## src/rtl/rr_tag_sched.sv

```systemverilog
// Round-robin read-request scheduler with PCIe tag pool and owner table.
// Optional per-requester outstanding cap: RR_TAG_SCHED_MAXOUT_EN.
module rr_tag_sched #(
  parameter int NREQ   = 4,
  parameter int TAGW   = 3,
  parameter int MAXOUT = 4
) (
  input  logic              clock,
  input  logic              reset_n,
  input  logic [NREQ-1:0]   rri_valid,
  output logic [NREQ-1:0]   rri_ready,
  input  logic [64*NREQ-1:0] rri_addr,
  output logic              rro_valid,
  input  logic              rro_ready,
  output logic [63:0]       rro_addr,
  output logic [7:0]        rro_tag,
  input  logic              rc_valid,
  input  logic [7:0]        rc_tag,
  input  logic              rc_last,
  output logic              rc_owner_valid,
  output logic [2:0]        rc_owner,
  output logic [TAGW:0]     free_count,
  output logic              err_spurious
);

  localparam int NTAG = 1 << TAGW;

  typedef enum logic {IDLE, HOLD} state_t;

  state_t          state_q;
  logic [NTAG-1:0] busy_q;
  logic [2:0]      owner_q [NTAG];
  logic [2:0]      last_q;
  logic [63:0]     addr_q;
  logic [TAGW-1:0] slot_q;
  logic            vld_q;
  logic            own_vld_q;
  logic [2:0]      own_q;
  logic [TAGW:0]   free_q;
  logic            err_q;

  logic [NREQ-1:0] elig;
  logic [NREQ-1:0] cand;
  logic            hi_any;
  logic [2:0]      hi_idx;
  logic [2:0]      lo_idx;
  logic [2:0]      gnt_idx;
  logic            grant;
  logic [63:0]     gaddr;
  logic [TAGW-1:0] slot;

  logic [TAGW-1:0] rc_slot;
  logic            rc_hit;
  logic            do_free;
  logic            spur;

  // Search above last_q first, else wrap to the lowest candidate.
  always_comb begin
    cand   = rri_valid & elig;
    hi_any = 1'b0;
    hi_idx = '0;
    lo_idx = '0;
    for (int k = NREQ - 1; k >= 0; k--) begin
      if (cand[k]) begin
        lo_idx = 3'(k);
        if (3'(k) > last_q) begin
          hi_any = 1'b1;
          hi_idx = 3'(k);
        end
      end
    end
    gnt_idx = hi_any ? hi_idx : lo_idx;
  end

  always_comb begin
    slot = '0;
    for (int k = NTAG - 1; k >= 0; k--) begin
      if (!busy_q[k]) slot = TAGW'(k);
    end
  end

  always_comb begin
    gaddr = '0;
    for (int k = 0; k < NREQ; k++) begin
      if (gnt_idx == 3'(k)) gaddr = rri_addr[64*k +: 64];
    end
  end

  assign grant = reset_n && (state_q == IDLE) &&
                 (|cand) && (free_q != '0);

  assign rri_ready = grant ?
    ({{(NREQ-1){1'b0}}, 1'b1} << gnt_idx) : '0;

  assign rc_slot = rc_tag[TAGW-1:0];
  assign rc_hit  = busy_q[rc_slot] && (rc_tag[7:TAGW] == '0);
  assign do_free = rc_valid && rc_last && rc_hit;
  assign spur    = rc_valid && !rc_hit;

`ifdef RR_TAG_SCHED_MAXOUT_EN
  logic [3:0] cnt_q [NREQ];

  always_comb begin
    elig = '0;
    for (int k = 0; k < NREQ; k++) begin
      elig[k] = (cnt_q[k] != 4'(MAXOUT));
    end
  end

  always_ff @(posedge clock or negedge reset_n) begin
    if (!reset_n) begin
      for (int k = 0; k < NREQ; k++) cnt_q[k] <= '0;
    end else begin
      for (int k = 0; k < NREQ; k++) begin
        cnt_q[k] <= cnt_q[k]
          + 4'(grant && (gnt_idx == 3'(k)))
          - 4'(do_free && (owner_q[rc_slot] == 3'(k)));
      end
    end
  end
`else
  logic unused_maxout;
  assign unused_maxout = (MAXOUT > 0);
  assign elig = '1;
`endif

  always_ff @(posedge clock or negedge reset_n) begin
    if (!reset_n) begin
      state_q   <= IDLE;
      busy_q    <= '0;
      for (int k = 0; k < NTAG; k++) owner_q[k] <= '0;
      last_q    <= 3'(NREQ - 1);
      addr_q    <= '0;
      slot_q    <= '0;
      vld_q     <= 1'b0;
      own_vld_q <= 1'b0;
      own_q     <= '0;
      free_q    <= (TAGW+1)'(NTAG);
      err_q     <= 1'b0;
    end else begin
      unique case (state_q)
        IDLE: if (grant) begin
          state_q       <= HOLD;
          vld_q         <= 1'b1;
          addr_q        <= gaddr;
          slot_q        <= slot;
          last_q        <= gnt_idx;
        end
        HOLD: if (rro_ready) begin
          state_q <= IDLE;
          vld_q   <= 1'b0;
        end
        default: state_q <= IDLE;
      endcase
      if (do_free) busy_q[rc_slot] <= 1'b0;
      if (grant) begin
        busy_q[slot]  <= 1'b1;
        owner_q[slot] <= gnt_idx;
      end
      free_q <= free_q - (TAGW+1)'(grant)
                       + (TAGW+1)'(do_free);
      own_vld_q <= rc_valid;
      if (rc_valid) own_q <= owner_q[rc_slot];
      if (spur) err_q <= 1'b1;
    end
  end

  assign rro_valid      = vld_q;
  assign rro_addr       = addr_q;
  assign rro_tag        = {(8-TAGW)'(0), slot_q};
  assign rc_owner_valid = own_vld_q;
  assign rc_owner       = own_q;
  assign free_count     = free_q;
  assign err_spurious   = err_q;

endmodule
```

## config.mk

```make
export PLATFORM = sky130hd
export DESIGN_NAME = rr_tag_sched
export DESIGN_NICKNAME = d
export VERILOG_FILES = /design/src/rtl/rr_tag_sched.sv
export SDC_FILE = /design/constraint.sdc
export NUM_CORES = 1
export LEC_CHECK = 0
export ABC_AREA = 1
export BUFFER_PORTS_ARGS = -buffer_cell sky130_fd_sc_hd__buf_2
export CORE_AREA = 5 5 137 139
export CTS_BUF_LIST = sky130_fd_sc_hd__clkbuf_4
export DETAILED_ROUTE_END_ITERATION = 16
export DIE_AREA = 0 0 142 144
export PLACE_DENSITY = 0.72
export SYNTH_ARGS = -nofsm -noshare
export SYNTH_HDL_FRONTEND = slang
export SYNTH_SLANG_ARGS = --single-unit
export TNS_END_PERCENT = 20
```

## constraint.sdc

```tcl
create_clock -name clock -period 6.1 [get_ports clock]
set_clock_uncertainty 0.05 [all_clocks]
set_input_delay 0.305 -clock clock [delete_from_list [all_inputs] [get_ports clock]]
set_output_delay 0.305 -clock clock [all_outputs]
set_load 0.1 [all_outputs]
```

==> results by group, run 1 <==
Floorplanning
  – Area of the core: 17500 µm²
  – Die width: 142 µm
  – Row cnt: 49
  – Io pins: 359
  – Starting Density: 38.9%
  – Die Ht: 144 µm
  – DIE AREA: about 20000 µm²

Route
  – Drt drc: 0
  – Routed len/inst: 16.0 µm
  – DR vias/cell: 5.12
  – Routed Antenna Nets: 0
  – WL final: 25.1 mm
  – Iter 0 DRT Violations: 583
  – Vias: 8008
  – Drt pass-1 iters: 7

Timing
  – Final Hold Fails: 0
  – Final Max Slew Viols: 0
  – Least-Margin Pin Slew: approximately 1.0 ns
  – RSZ-0062 raised after global routing: false
  – Final Critical Period: 4.12 ns
  – Relative slew slack: 30.6%
  – F_max: ~240 MHz
  – Tcrit/Tclk final: between 60% and 70%
  – Setup TNS: 0 ns
  – Final Setup Violations: 0

Setup path
  – Crit-path max FO: 75
  – CP Launch Type: register
  – Worst path required time: 5.74 ns
  – R2R Path Start: free_count[3]$_DFF_PN1_
  – Reg-to-reg setup timing slack: 2.93 ns
  – Arrival time worst endpoint: approximately 3.8 ns
  – Crit path kind: register to output port
  – CP Capture Type: output port
  – Reg-to-Reg End: free_count[2]$_DFF_PN0_
  – Critical Path Start: last_q[0]$_DFFE_PN1P_
  – Reg2reg path depth: 11

Global routing
  – Total GRT Usage: 23.8%
  – M2 GR Usage: around 41%
  – Initial antenna violation count: 5
  – Largest net degree at the start of global routing: 97
  – Met3 Track Usage GR: 4.79%
  – Via count of the first global-routing pass: a little under 8000
  – Wire length of the first global-routing pass: 38.9 mm
  – GR Layer Usage met1: 29.0%
  – GRT overflow: 0
  – Busiest grt layer: met2

Job
  – Max-cap violations: 0

Pwr
  – Tot Pwr: 5.36 mW
  – Pwr Density: 608 nW/µm²
  – LEAKAGE: between 4 and 5 nW
  – Worst vdd ir: 0.000458 V

Worst hold path
  – Hold_sp: rri_addr[33]
  – Hold Path Depth: 5
  – WHS Endpoint: rro_addr[33]$_DFFE_PN0P_
  – Worst hold-check path type: input port to register

Synth
  – Sequential share of the synthesized area: a little under two fifths
  – Largest family of logic cells by synthesized area: simple AND/OR/NAND/NOR gates
  – Simple logic cell fraction of the synthesized area: a little over two fifths
  – Adder-cell share of the synthesized area: 1.21%
  – Synth Warn #: 0
  – Post-synthesis mux area share: 0%
  – Synth Instances: between 1000 and 1500
  – Unique cell type count in the Yosys netlist: 36
  – Post-synthesis compound-gate area fraction: 7.53%
  – Post-synthesis xor/xnor area fraction: 0.257%
  – Synthesized cell area: 6830 µm²
  – Yosys reg bits: 103
  – Mean Syn Cell Area: 6.68 µm²

Clock tree
  – Worst-Skew Late Latency: roughly 0.48 ns
  – Root buf cell: clkbuf_4
  – CTS tree: yes
  – Htree depth: 3
  – Post-CTS resize count: 0
  – Num CTS Buffers: 9
  – CTS max path bufs: 2
  – Clk sink count: 103
  – Clk slew on worst S/H paths: 0.18 ns

Placement
  – Number of I/O port buffers: between 300 and 400
  – Gp weighted congestion: approximately 0.92
  – Hpwl dp: roughly 18 mm
  – Placed cell area: ~8600 µm²

Layout
  – Nets@finish: 1604
  – Layout cells sized above 1: 31.1%
  – Fillers: 1835
  – Area Growth Syn to Fin: 29.0%
  – Post-Layout Inst Area: 8810 µm²

Status
  – Status: finished, final reports clean
-- worst max-delay path by stage --
| stage | end | slack, ns | cells past startpoint |
|---|---|---|---|
| 2_1_floorplan | rri_ready[0] | 1.76 | 7 |
| 3_3_place_gp | rri_ready[1] | 2.45 | 9 |
| 3_5_place_dp | rri_ready[1] | 2.39 | 9 |
| 4_1_cts | rri_ready[1] | 1.86 | 7 |
| 5_1_grt | rri_ready[1] | 1.63 | 7 |
| 6_report | rri_ready[1] | 1.98 | 7 |
-- layout by cell type (no fill, tap or decap), drive strengths merged --
cell type    count
ha               5
fa               1
clkbuf           9
a21oi           12
bufinv           1
dlygate4sd3      3
inv             81
a21boi           6
clkinvlp         2
nand4           72
conb             6
a2bb2oi          1
a221oi           1
dfrtp          100
o22ai            3
nand3          119
nor3b            1
nand2          323
nand3b           7
xnor2            2
clkinv           3
a21o             1
o2111ai          1
nor3             9
nor2           114
buf            359
o21ai           45
dfstp            3
o21a            17
diode            4
or2             23
-- flip-flops by register name, indices dropped and copies added (netlist names), 2 cells and up --
register    cells
owner_q        16
last_q          2
slot_q          3
free_count      4
busy_q          8
rc_owner        2
rro_addr       64
-- layer usage --
metal	up-vias	wire (µm)
met4	2	811
met2	407	12300
li1	3917	-
met5	-	8
met1	3629	9890
met3	53	2100
-- logic make-up after synthesis --
| kind of cell | count (synthesis) |
|---|---|
| flops | 103 |
| buf+inv | 155 |
| fa+ha+maj | 6 |
| other cells | 1 |
| compound gates | 87 |
| xor+xnor | 2 |
| simple gates | 668 |
-- critical path, stage by stage, from the launching register on --
cell and delay (ns):
dfstp_2 0.41, nor3_2 0.29, inv_2 0.46, o21ai_4 0.21, buf_4 0.64, nand2_1 0.60, nor2_1 0.21, buf_2 0.45
-- area by class of cell --
| type | count | area (µm²) | share of cell area (%) |
|---|---|---|---|
| Timing Repair Buffer | 362 | 1850 | 21.0 |
| Clock buffer | 9 | 67.6 | 0.767 |
| Inverter | 80 | 300 | 3.41 |
| Sequential cell | 103 | 2580 | 29.3 |
| Antenna cell | 4 | 10.0 | 0.114 |
| Clock inverter | 7 | 80.1 | 0.909 |
| Multi-Input combinational cell | 769 | 3630 | 41.3 |
| Tap cell | 229 | 287 | 3.25 |
-- cell usage after synthesis --
library cell	n	area, µm²
nor2_2	4	25.0
nor3_2	1	10.0
or2_2	23	144
conb_1	1	3.75
o21ai_1	15	75.1
a21boi_0	3	22.5
buf_1	7	26.3
xnor2_1	2	17.5
ha_1	5	62.6
a21o_1	1	7.51
clkbuf_1	22	82.6
nand4_1	72	450
nand3b_1	7	52.6
a2bb2oi_1	1	8.76
o21ai_2	1	8.76
inv_2	4	15.0
dfstp_2	3	78.8
buf_2	32	160
buf_4	14	105
o2111ai_1	1	8.76
o21a_1	17	128
nand3_1	119	596
fa_1	1	20.0
dfrtp_1	100	2500
nor3_1	8	40.0
inv_1	74	278
o22ai_1	3	18.8
nand2_1	321	1200
a21boi_1	3	22.5
clkinv_1	2	7.51
nand2_2	2	12.5
nor3b_1	1	7.51
a21oi_1	12	60.1
o21ai_0	29	145
a221oi_1	1	8.76
nor2_1	110	413
-- repair_timing --
item / CTS / global route
hold buffers: 3 / 0
endpoints found under the hold margin: 50 / 0
buffers inserted: 0 / 0
-- stage by stage --
stage / hold WS (ns) / instances / util (%) / worst slack, ns
after floorplan: -0.0406 / 1027 / - / 1.76
after global placement: 0.342 / 1540 / 49.2 / 2.45
after detailed placement: 0.348 / 1540 / 49.2 / 2.39
after CTS: 0.00248 / 1559 / 50.2 / 1.86
after global routing: 0.0371 / 1563 / 50.2 / 1.63
final: 0.0494 / 1563 / 50.2 / 1.98
-- power breakdown --
group	switching (mW)	internal (mW)
logic	3.02	0.754
clock network	0.253	0.131
registers	0.193	1.00
total	3.47	1.89
Note: power is estimated with default switching activity, not from simulation.
==> inputs of run 2 (changes only) <==
--- a/config.mk
+++ b/config.mk
@@ -5,13 +5,13 @@
 export SDC_FILE = /design/constraint.sdc
 export NUM_CORES = 1
 export LEC_CHECK = 0
-export ABC_AREA = 1
+export ABC_AREA = 0
 export BUFFER_PORTS_ARGS = -buffer_cell sky130_fd_sc_hd__buf_2
 export CORE_AREA = 5 5 137 139
 export CTS_BUF_LIST = sky130_fd_sc_hd__clkbuf_4
 export DETAILED_ROUTE_END_ITERATION = 16
 export DIE_AREA = 0 0 142 144
-export PLACE_DENSITY = 0.72
+export PLACE_DENSITY = 0.68
 export SYNTH_ARGS = -nofsm -noshare
 export SYNTH_HDL_FRONTEND = slang
 export SYNTH_SLANG_ARGS = --single-unit
==> constraint.sdc (replaced) <==
create_clock -name clock -period 3.9 [get_ports clock]
set_clock_uncertainty 0.05 [all_clocks]
set_input_delay 0.195 -clock clock [delete_from_list [all_inputs] [get_ports clock]]
set_output_delay 0.195 -clock clock [all_outputs]
set_load 0.1 [all_outputs]
==> results by group, run 2 <==
Status
  – Status: finished, final reports clean

Synth
  – Top-count cell post-synth: mux2i_1
  – Most instantiated cells after synthesis: mux2i_1 (102), dfrtp_1 (100), nor2_1 (73), a221oi_1 (48), nand2_1 (38)
  – Synth Warn #: 0 (unchanged)
  – Synth Instances: 619 (-39%)
  – Yosys reg bits: 103 (unchanged)
  – Number of synthesized flops with an enable pin: 0 (unchanged)
  – Async set-reset flop share out of synthesis: 100% (unchanged)
  – Sequential share of the synthesized area: 41.4% (+3.6 points)
  – Mean Syn Cell Area: 10.1 µm² (+51%)
  – Unique cell type count in the Yosys netlist: 56 (+56%)
  – Top-area cell type share of the netlist area: 40.2% (+3.5 points)
  – Synth area leaders: dfrtp_1 (40%), mux2i_1 (16%), a221oi_1 (6.7%), nor2_1 (4.4%), mux2_2 (2.5%)
  – Synth area leader: dfrtp_1
  – Main flop type after synthesis: dfrtp_1
  – Synthesized cell area: 6230 µm² (-8.8%)

Setup path
  – Crit path kind: register to register
  – Critical path's largest stage delay: 0.66 ns (+0.02 ns)
  – Reg-to-reg setup timing slack: 0.18 ns (-2.75 ns)
  – CP Launch Type: register
  – CP cell instances: buf_4 -> and3b_1 -> a311oi_4 -> buf_4 -> nand2_8 -> buf_12 -> mux2i_1 -> dlygate4sd3_1 -> a221oi_1 -> dlygate4sd3_1
  – Crit path max-delay cell type: dfstp_2
  – Arrival time worst endpoint: 4.09 ns (+0.33 ns)
  – Crit-path max FO: 44 (-41%)
  – CP Capture Type: register
  – Worst path required time: 4.26 ns (-1.48 ns)

Clock tree
  – Htree depth: 3 (unchanged)
  – Clk sink count: 103 (unchanged)
  – Clk slew on worst S/H paths: 0.17 ns (about the same)
  – CTS tree: yes
  – Num CTS Buffers: 9 (unchanged)
  – Worst-Skew Late Latency: 0.46 ns (-0.02 ns)
  – CTS max path bufs: 2 (unchanged)
  – Root buf cell: clkbuf_4

Timing
  – Final Max Slew Viols: 0 (unchanged)
  – Final Setup Violations: 0 (unchanged)
  – F_max: ~270 MHz
  – Tcrit/Tclk final: roughly 95%
  – Post-route setup slack: 0.177 ns (-1.80 ns)
  – RSZ-0062 raised after global routing: false
  – Least-Margin Pin Slew: 0.879 ns (-0.162 ns)
  – Final Critical Period: 3.72 ns
  – Relative slew slack: 41.3% (+11 points)
  – Final Hold Fails: 0 (unchanged)
  – Final hold slack: 0.0409 ns (-0.00852 ns)

Layout
  – Most common cell after layout, fill and taps aside: buf_2
  – Layout cells sized above 1: 38.0% (+6.9 points)
  – Commonest non-fill, non-tap cells in the layout: buf_2 (349), dlygate4sd3_1 (157), mux2i_1 (102), dfrtp_1 (100), nor2_1 (71)
  – Area Growth Syn to Fin: 59.7%
  – Number of flip-flops in the largest register: 64 (unchanged)
  – Util after Layout: 56.7% (+6.5 points)
  – Nets@finish: 1391 (-13%)
  – Post-Layout Inst Area: 9950 µm² (+13%)

Route
  – Routed Antenna Nets: 0 (unchanged)
  – DR vias/cell: 5.29 (+3.2%)
  – Routed len/inst: 18.9 µm (+18%)
  – Vias: 7135 (-11%)
  – Drt pass-1 iters: 5 (-2)
  – Iter 0 DRT Violations: 497 (-15%)
  – Drt drc: 0 (unchanged)
  – WL final: 25.5 mm (+1.7%)

Worst hold path
  – Worst hold-check path type: input port to register

Placement
  – Gp weighted congestion: 0.853 (-6.9%)
  – Hpwl dp: 17.5 mm (-4.4%)
  – Number of I/O port buffers: 352 (unchanged)
  – Placed cell area: 8230 µm² (-4.5%)
  – Pre-CTS WS: 1.01 ns (-1.37 ns)

Pwr
  – LEAKAGE: 4.91 nW (+1.1%)
  – Worst vdd ir: 0.000807 V (+76%)
  – Pwr Density: 878 nW/µm² (+44%)

Job
  – Max-cap violations: 0 (unchanged)

Floorplanning
  – Die width: 142 µm (unchanged)
  – Row cnt: 49 (unchanged)
  – Io pins: 359 (unchanged)
  – Starting Density: 35.5% (-3.4 points)
  – Area of the core: 17500 µm² (unchanged)
  – DIE AREA: 20400 µm² (unchanged)
  – Die Ht: 144 µm (unchanged)

Global routing
  – Via count of the first global-routing pass: 7414 (-4.5%)
  – Initial antenna violation count: 5 (unchanged)
  – Wire length of the first global-routing pass: 38.6 mm (-0.82%)
  – Total GRT Usage: 23.9% (+0.11 points)
  – Largest net degree at the start of global routing: 55 (-43%)
  – GRT overflow: 0 (unchanged)
[run 2: per-layer routing]
metal | track usage (%) | part of all wire, %
met1 | 29.0 | 38
met5 | 0 | 0.074
met3 | 4.23 | 6.7
met4 | 13.1 | 5.3
met2 | 40.4 | 50
[run 2: critical path: cells and delay by family (launching register included)]
family,cells,cell delay [ns]
buffers and inverters,5,1.86
flip-flops,1,0.66
AND/OR/NAND/NOR,2,0.53
AO/OA/AOI/OAI,2,0.37
multiplexers,1,0.11
[run 2: layout make-up]
type,instances,area [µm²]
flip-flops and latches,103,2580
clock inverters,7,46.3
diodes,4,10.0
multi-input cells,454,3360
well taps,229,287
repair buffers,531,3540
inverters,13,48.8
clock buffers,9,67.6
fillers,1520,7590
[run 2: what timing repair did]
item                                    CTS  global route
resized for setup                         0             2
buffers inserted                          0             2
hold buffers                            157             0
endpoints found under the setup margin    0            16
endpoints found under the hold margin   115             0
[run 2: final timing paths]
| path | cells after the start | startpoint | end |
|---|---|---|---|
| max | 10 | last_q[1]$_DFFE_PN1P_ | rro_addr[61]$_DFFE_PN0P_ |
| min | 3 | rri_addr[181] | rro_addr[53]$_DFFE_PN0P_ |
| max reg2reg | 10 | last_q[1]$_DFFE_PN1P_ | rro_addr[61]$_DFFE_PN0P_ |
| min reg2reg | 1 | err_spurious$_DFFE_PN0P_ | err_spurious$_DFFE_PN0P_ |
| max in group asynchronous | 4 | reset_n | rro_addr[21]$_DFFE_PN0P_ |
| min in group asynchronous | 3 | reset_n | rro_addr[47]$_DFFE_PN0P_ |
[run 2: report_power, final]
part / leakage (nW) / total [mW] / switching, mW / internal [mW]
clock: 0.0618 / 0.520 / 0.388 / 0.132
combinational: 3.68 / 6.31 / 4.47 / 1.83
sequential: 1.17 / 1.91 / 0.327 / 1.58
total: 4.91 / 8.74 / 5.19 / 3.55
[run 2: cell families after synthesis]
| logic type | after synthesis | synth area share, % |
|---|---|---|
| simple gates | 170 | 12.4 |
| mux | 118 | 19.6 |
| fa+ha+maj | 6 | 1.33 |
| other cells | 1 | 0.0602 |
| flops | 103 | 41.4 |
| compound gates | 152 | 19.3 |
| buf+inv | 67 | 5.54 |
| xor+xnor | 2 | 0.281 |
[run 2: per-stage QoR]
| stage | TNS (ns) | total power [mW] | std cells |
|---|---|---|---|
| 2_1_floorplan | -0.646 | 6.43 | 624 |
| 5_1_grt | 0 | 9.15 | 1350 |
| 6_report | 0 | 8.74 | 1350 |
| 3_3_place_gp | 0 | 7.52 | 1171 |
| 3_5_place_dp | 0 | 7.58 | 1171 |
| 4_1_cts | 0 | 8.67 | 1344 |
